**src/rtl/fetch_unit.sv**
```systemverilog
// Instruction-fetch stage: PC ownership, req/ack instruction-memory fetch and a DEPTH-entry decode queue.
// Optional FETCH_ALIGN_TRAP_EN: misaligned redirects raise fetch_fault and halt fetch instead of being aligned.
module fetch_unit #(
    parameter int unsigned     XLEN         = 64,
    parameter int unsigned     ILEN         = 32,
    parameter int unsigned     DEPTH        = 4,
    parameter logic [XLEN-1:0] RESET_VECTOR = '0
) (
    input  logic            clk,
    input  logic            reset,
    output logic            imem_req,
    output logic [XLEN-1:0] imem_addr,
    input  logic            imem_ack,
    input  logic [ILEN-1:0] imem_rdata,
    input  logic            redirect,
    input  logic [XLEN-1:0] redirect_pc,
    output logic            inst_valid,
    input  logic            inst_ready,
    output logic [ILEN-1:0] inst_data,
    output logic [XLEN-1:0] inst_pc,
    output logic            fetch_fault
);

    localparam int unsigned      PTR_W   = $clog2(DEPTH);
    localparam int unsigned      CNT_W   = PTR_W + 1;
    localparam logic [CNT_W-1:0] DEPTH_C = CNT_W'(DEPTH);

    typedef enum logic [1:0] {
        IDLE,
        WAIT,
        DROP,
        HALT
    } state_e;

    state_e           state_q, state_d;
    logic [XLEN-1:0]  pc_q, pc_d;
    logic [XLEN-1:0]  addr_q, addr_d;
    logic [CNT_W-1:0] count_q, count_d;
    logic [PTR_W-1:0] rd_ptr_q, rd_ptr_d;
    logic [PTR_W-1:0] wr_ptr_q, wr_ptr_d;
    logic             fault_q, fault_d;
    logic [ILEN-1:0]  mem_inst_q [DEPTH];
    logic [XLEN-1:0]  mem_pc_q   [DEPTH];
    logic [XLEN-1:0]  target_pc;
    logic             misaligned;
    logic             push;
    logic             pop;

`ifdef FETCH_ALIGN_TRAP_EN
    assign target_pc  = redirect_pc;
    assign misaligned = redirect && (redirect_pc[1:0] != 2'b00);
`else
    assign target_pc  = redirect_pc & ~XLEN'(3);
    assign misaligned = 1'b0;
`endif

    assign push = (state_q == WAIT) && imem_ack && !redirect;
    assign pop  = (count_q != '0) && inst_ready && !redirect;

    always_ff @(posedge clk or negedge reset) begin
        if (!reset) begin
            state_q <= IDLE;
        end else begin
            state_q <= state_d;
        end
    end

    always_comb begin
        state_d = state_q;
        if (redirect) begin
            if (misaligned) begin
                state_d = HALT;
            end else if ((state_q == WAIT || state_q == DROP) && !imem_ack) begin
                state_d = DROP;
            end else begin
                state_d = IDLE;
            end
        end else begin
            case (state_q)
                // A pop this cycle frees a slot, so the request can start on the next edge.
                IDLE:    if (count_q < DEPTH_C || pop) state_d = WAIT;
                WAIT:    if (imem_ack) state_d = (count_q + CNT_W'(1) < DEPTH_C) ? WAIT : IDLE;
                DROP:    if (imem_ack) state_d = IDLE;
                HALT:    state_d = HALT;
                default: state_d = IDLE;
            endcase
        end
    end

    always_comb begin
        imem_req   = (state_q == WAIT) || (state_q == DROP);
        imem_addr  = addr_q;
        inst_valid = (count_q != '0);
        inst_data  = inst_valid ? mem_inst_q[rd_ptr_q] : '0;
        inst_pc    = inst_valid ? mem_pc_q[rd_ptr_q] : '0;
        fetch_fault = fault_q;
    end

    always_comb begin
        pc_d     = pc_q;
        count_d  = count_q;
        rd_ptr_d = rd_ptr_q;
        wr_ptr_d = wr_ptr_q;
        fault_d  = fault_q;
        if (redirect) begin
            pc_d     = target_pc;
            count_d  = '0;
            rd_ptr_d = '0;
            wr_ptr_d = '0;
            fault_d  = misaligned;
        end else begin
            if (push) begin
                pc_d     = pc_q + XLEN'(4);
                wr_ptr_d = wr_ptr_q + PTR_W'(1);
            end
            if (pop) begin
                rd_ptr_d = rd_ptr_q + PTR_W'(1);
            end
            case ({push, pop})
                2'b10:   count_d = count_q + CNT_W'(1);
                2'b01:   count_d = count_q - CNT_W'(1);
                default: count_d = count_q;
            endcase
        end
        // DROP keeps presenting the stale address; pc already holds the redirect target.
        addr_d = (state_d == DROP || state_d == HALT) ? addr_q : pc_d;
    end

    always_ff @(posedge clk or negedge reset) begin
        if (!reset) begin
            pc_q     <= RESET_VECTOR;
            addr_q   <= RESET_VECTOR;
            count_q  <= '0;
            rd_ptr_q <= '0;
            wr_ptr_q <= '0;
            fault_q  <= 1'b0;
        end else begin
            pc_q     <= pc_d;
            addr_q   <= addr_d;
            count_q  <= count_d;
            rd_ptr_q <= rd_ptr_d;
            wr_ptr_q <= wr_ptr_d;
            fault_q  <= fault_d;
        end
    end

    always_ff @(posedge clk) begin
        if (push) begin
            mem_inst_q[wr_ptr_q] <= imem_rdata;
            mem_pc_q[wr_ptr_q]   <= pc_q;
        end
    end

endmodule

```
**config.mk**
```make
export PLATFORM = sky130hd
export DESIGN_NAME = fetch_unit
export DESIGN_NICKNAME = d
export VERILOG_FILES = /design/src/rtl/fetch_unit.sv
export SDC_FILE = /design/constraint.sdc
export NUM_CORES = 1
export LEC_CHECK = 0
export BUFFER_PORTS_ARGS = -buffer_cell sky130_fd_sc_hd__buf_2
export CORE_ASPECT_RATIO = 0.9
export CORE_MARGIN = 10
export CORE_UTILIZATION = 32
export DETAILED_ROUTE_END_ITERATION = 6
export HOLD_SLACK_MARGIN = 0.02
export PLACE_DENSITY_LB_ADDON = 0.15
export SETUP_SLACK_MARGIN = 0.05
export SYNTH_ARGS = -nofsm -noshare
export SYNTH_HDL_FRONTEND = slang
export SYNTH_SLANG_ARGS = --single-unit
```
**constraint.sdc**
```tcl
create_clock -name clk -period 8.9 [get_ports clk]
set_input_delay 2.225 -clock clk [delete_from_list [all_inputs] [get_ports clk]]
set_output_delay 2.225 -clock clk [all_outputs]
set_load 0.02 [all_outputs]
```
Word level (Yosys, flattened, before mapping)
Memory sizes are Yosys's and may differ from the RTL's.
Cells that the tools add are included.
{ "word_totals": {"reg_bits": 137, "ram_bits": 384, "inputBits": 101, "out_inout_bits": 163, "elab_cells": 56, "n_memories": 2} }
{ "op_classes": {"n_addsub": 5, "n_lt_le_gt_ge": 2, "eq_ne": 7, "mux": 19, "reduce_logical": 15} }
{ "mem_list": {"columns": ["name", "depth", "width", "rd", "rd_clocked_by_memory_dff", "wr", "line", "source"], "rows": [
  ["mem_pc_q", 4, 64, 1, 0, 1, "43", "logic [XLEN-1:0] mem_pc_q [DEPTH];"],
  ["mem_inst_q", 4, 32, 1, 0, 1, "42", "logic [ILEN-1:0] mem_inst_q [DEPTH];"]
]} }
{ "ops": {"columns": ["op", "count"], "rows": [
  ["two-way mux 64 bit", 3],
  ["adder 64 x 3 -> 64 bit (second input constant)", 1],
  ["two-way mux 32 bit", 1],
  ["two-way mux 2 bit", 9],
  ["== test 2 bit (second input constant)", 5],
  ["one-hot mux 2 bit (4 select lines)", 1],
  ["less-than comparator 3 bit (second input constant)", 2],
  ["one-hot mux 3 bit (2 select lines)", 1],
  ["nonzero test 3 bit", 2],
  ["logical AND 1 bit", 5],
  ["adder 2 x 1 -> 2 bit (second input constant)", 2],
  ["== test 2 x 1 -> 1 bit (second input constant)", 2],
  ["nonzero test 2 bit", 2],
  ["adder 3 x 1 -> 3 bit (second input constant)", 1],
  ["logical OR 1 bit", 3],
  ["two-way mux 1 bit", 3],
  ["two-way mux 3 bit", 1],
  ["subtractor 3 x 1 -> 3 bit (second input constant)", 1],
  ["zero test 1 bit", 2],
  ["zero test 2 bit", 1]
]} }

Longest topological paths before layout
{ "depth": {"ltp_word": 9, "mapped_depth": 10, "depth_no_buf": 8} }

Worst setup path after synthesis
OpenSTA, ideal clock, no wires.
{ "synth_timing": {"path_type": "input to register", "startpoint": "in redirect", "endpoint": "mem mem_inst_q[0][0] (enable)", "setup_time_ps": 466, "t_arrival_ps": 5052, "t_required_ps": 8434, "setup_slack_ps": 3382, "stages": 4, "path_buffers": 2, "path_cell_list": "buf_2 -> inv_2 -> clkbuf_1 -> and3_1"} }
{ "synth_via": {"elab_chain_cells": 4} }
{ "synth_lines": {"columns": ["item", "line", "source"], "rows": [
  ["from (decl)", "15", "input logic redirect,"],
  ["zero test 1 bit", "57", "assign push = (state_q == WAIT) && imem_ack && !redirect;"],
  ["logical AND 1 bit", "57", null],
  ["two-way mux 1 bit", "148", "if (push) begin"],
  ["two-way mux 1 bit (not written as such)", "149", "mem_inst_q[wr_ptr_q] <= imem_rdata;"],
  ["to (decl)", "42", null]
]} }
Every way passes these cells.

Worst setup path after layout
{ "layout_timing": {"startpoint": "reg rd_ptr_q[1]", "endpoint": "out inst_pc[24]"} }
{ "layout_via": {"elab_chain_cells": 2} }
{ "layout_lines": {"columns": ["item", "line", "source"], "rows": [
  ["from (decl)", "39", "logic [PTR_W-1:0] rd_ptr_q, rd_ptr_d;"],
  ["from (signal assigned)", "141", "rd_ptr_q <= rd_ptr_d;"],
  ["memory (4 x 64 bit)", null, null],
  ["two-way mux 64 bit", "95", "inst_pc = inst_valid ? mem_pc_q[rd_ptr_q] : '0;"],
  ["to (decl)", "20", "output logic [XLEN-1:0] inst_pc,"]
]} }
Every way passes these cells.

==> out/results.txt <==
Status = complete, no violations
Tot Pwr = 7.81 mW
Setup bufs post-CTS = 0
Critical Path Sink Type = output pin
Top FF cell, synth = edfxtp_1
Initial Util = 32.4%
Fillers = 6,226
Critical Path Fanout Max = 52
I/O pin cnt = 264
Leading cell type in the layout, fill and taps excluded = edfxtp_1
Hold_ws = 0.481 ns
Htree depth = 2
Hold Buf Count CTS = 0
Startpoint Class = flop
Worst path bufs/invs = 2
DP Worst Slack = 3.22 ns
Vias/cell = 4.99
Ant diodes = 0
Post-synth EDFFs = 384
Pre-antenna DRT Iters = 4
Fin. Hold Viols = 0
LEAKAGE = 9.10 nW
Syn Area/Cell = 16.4 um2
Final WL = 61.0 mm
Total CTS buffers = 57
Crit path required time = 6.68 ns
Clock latency on the worst-skew pair = 0.61 ns
Multi-input gate area = 6020 um2
Cts repair resizes = 0
Setup WS post-layout = 3.42 ns
Nets = 1,680
Unique masters post-synth = 57
Worst path arrival time = 3.25 ns
Global placement routability congestion = 0.782
Clk pin slew, worst setup/hold paths = 0.06 ns
Mapped Cells = 1,296
Initial drt markers = 907
Layout cell share with drive strength beyond 1 = 32.7%
Per-cell routed wire length = 24.6 um
Relative slew slack = 33.9%
Syn Nets = 1,409
Power Density = 307 nW/um2
Hold Crit Class = reg -> reg
Hpwl dp = 38.7 mm
Root buf cell = clkbuf_16
CTS tree = yes
DRC violations left = 0
Vias post-DR = 12,400
Max Buffers Root-to-Sink = 3
Fin Setup TNS = 0 ns
IO buf count = 260
FF+latch area = 15,000 um2
Initial antenna violation count = 6
Fin crit share = 61.5%
Sinks on Clock Net = 521
Count of pins over their slew limit = 0
Crit-path cells = buf_4 > mux4_2 > and2_1 > buf_2
Global route overflow = 0
Core Rows = 89
RSZ-0062 raised after global routing = no
Worst path top cell family by delay = buffers and inverters
CORE AREA = 65,700 um2
Die ar. = 77,200 um2
Yosys reg bits = 521
Die height = 265 um
Commonest cells after routing, fill and taps aside = edfxtp_1, buf_2, dfrtp_1
Max-Cap Viols = 0
Final min period = 5.48 ns
WS Path Type = reg -> out
VDD IR max = 142 uV
GRT Util Overall = 15.5%
Largest net degree at the start of global routing = 84
Ys Warns = 0
Ys async rst share = 26.3%
Netlist Area Pre-Place = 21,300 um2
Worst-Margin Slew = 0.991 ns
CP max-delay cell = dfrtp_4
First-pass GRT wire length = 90.1 mm
Setup Skew = 0.0150 ns
Seq/Total Area, Yosys = 70.3%
Crit path largest cell delay = 0.97 ns
Routed Antenna Nets = 0
Vias in the first global route = 13,300
Setup violators final = 0
Area Growth Syn to Fin = 19.8%
Die width = 292 um
Fmax = 183 MHz
Yosys cell counts, types with 12 or more instances:
library cell / n / share of area (%)
nand3_1: 38 / 0.89
nand4_1: 23 / 0.68
clkbuf_1: 45 / 0.79
o21ai_0: 33 / 0.78
inv_1: 16 / 0.28
mux4_2: 96 / 10
mux2_2: 43 / 2.3
buf_1: 13 / 0.23
xor2_1: 20 / 0.82
dfrtp_1: 137 / 16
ha_1: 12 / 0.71
nand2_1: 77 / 1.4
a21oi_1: 28 / 0.66
xnor2_1: 36 / 1.5
and2_1: 101 / 3.0
nor3_1: 21 / 0.49
nor2_1: 67 / 1.2
edfxtp_1: 384 / 54
report_power, final:
part	internal [mW]	leakage, nW	switching (mW)	total (mW)
Clock	1.42	0.941	0.962	2.38
Sequential	2.86	5.11	0.244	3.10
Combinational	0.888	3.05	1.44	2.33
worst reg2reg max path, delay by kind of cell, from the launching register on:
family	cells	cell delay, ns
adder cells (fa/ha/maj)	1	0.30
buffers and inverters	2	0.81
flip-flops	1	0.42
AND/OR/NAND/NOR	2	1.48
flip-flops by register name (all words and copies together), names as in the netlist:
register,count
count_q,3
mem_inst_q,128
rd_ptr_q,2
state_q,2
wr_ptr_q,2
mem_pc_q,256
imem_addr,64
pc_q,64
cell type report:
cell class                      instances  share of cell area (%)
Tap cell                              864                    4.24
Clock buffer                           85                    6.60
Inverter                               17                   0.251
Sequential cell                       521                    58.8
Clock inverter                         22                   0.845
Multi-Input combinational cell        694                    23.6
Timing Repair Buffer                  276                    5.66
cells by family after synthesis:
family          share of synthesized area [%]
other cells                            0.0176
fa+ha+maj                               0.753
simple gates                             9.33
flops                                    70.3
buf+inv                                  1.51
mux                                      12.6
xor+xnor                                 2.31
compound gates                           3.18
path summary, 6_finish.rpt:
kind	from	cells past startpoint	end	slack (ns)
worst min register to register	imem_addr[8]$_DFFE_PN0N_	2	imem_addr[8]$_DFFE_PN0N_	0.48
worst min-delay path	imem_addr[8]$_DFFE_PN0N_	2	imem_addr[8]$_DFFE_PN0N_	0.48
max in group asynchronous	reset	2	imem_addr[26]$_DFFE_PN0N_	5.95
worst max-delay path	rd_ptr_q[1]$_DFFE_PN0P_	4	inst_pc[24]	3.42
min in group asynchronous	reset	1	imem_addr[62]$_DFFE_PN0N_	1.66
worst max register to register	state_q[1]$_DFF_PN0_	5	mem_pc_q[2][12]$_DFFE_PP_	5.44
layer usage:
layer  track usage, %  vias to the layer above  part of all wire (%)
li1                 -                     5513                     -
met1             21.0                     6453                    45
met2             24.7                      306                    47
met3             3.94                       84                   6.0
met4             4.07                       10                   2.0
met5                0                        -                  0.11
through the flow:
| stage | cells | cell area, um2 | utilization [%] |
|---|---|---|---|
| 2_1_floorplan | 1296 | 21300 | - |
| 3_3_place_gp | 2372 | 23600 | 35.9 |
| 3_5_place_dp | 2372 | 23600 | 35.9 |
| 4_1_cts | 2479 | 25500 | 38.8 |
| 5_1_grt | 2479 | 25500 | 38.8 |
| 6_report | 2479 | 25500 | 38.8 |
(Power assumes the default switching activity.)
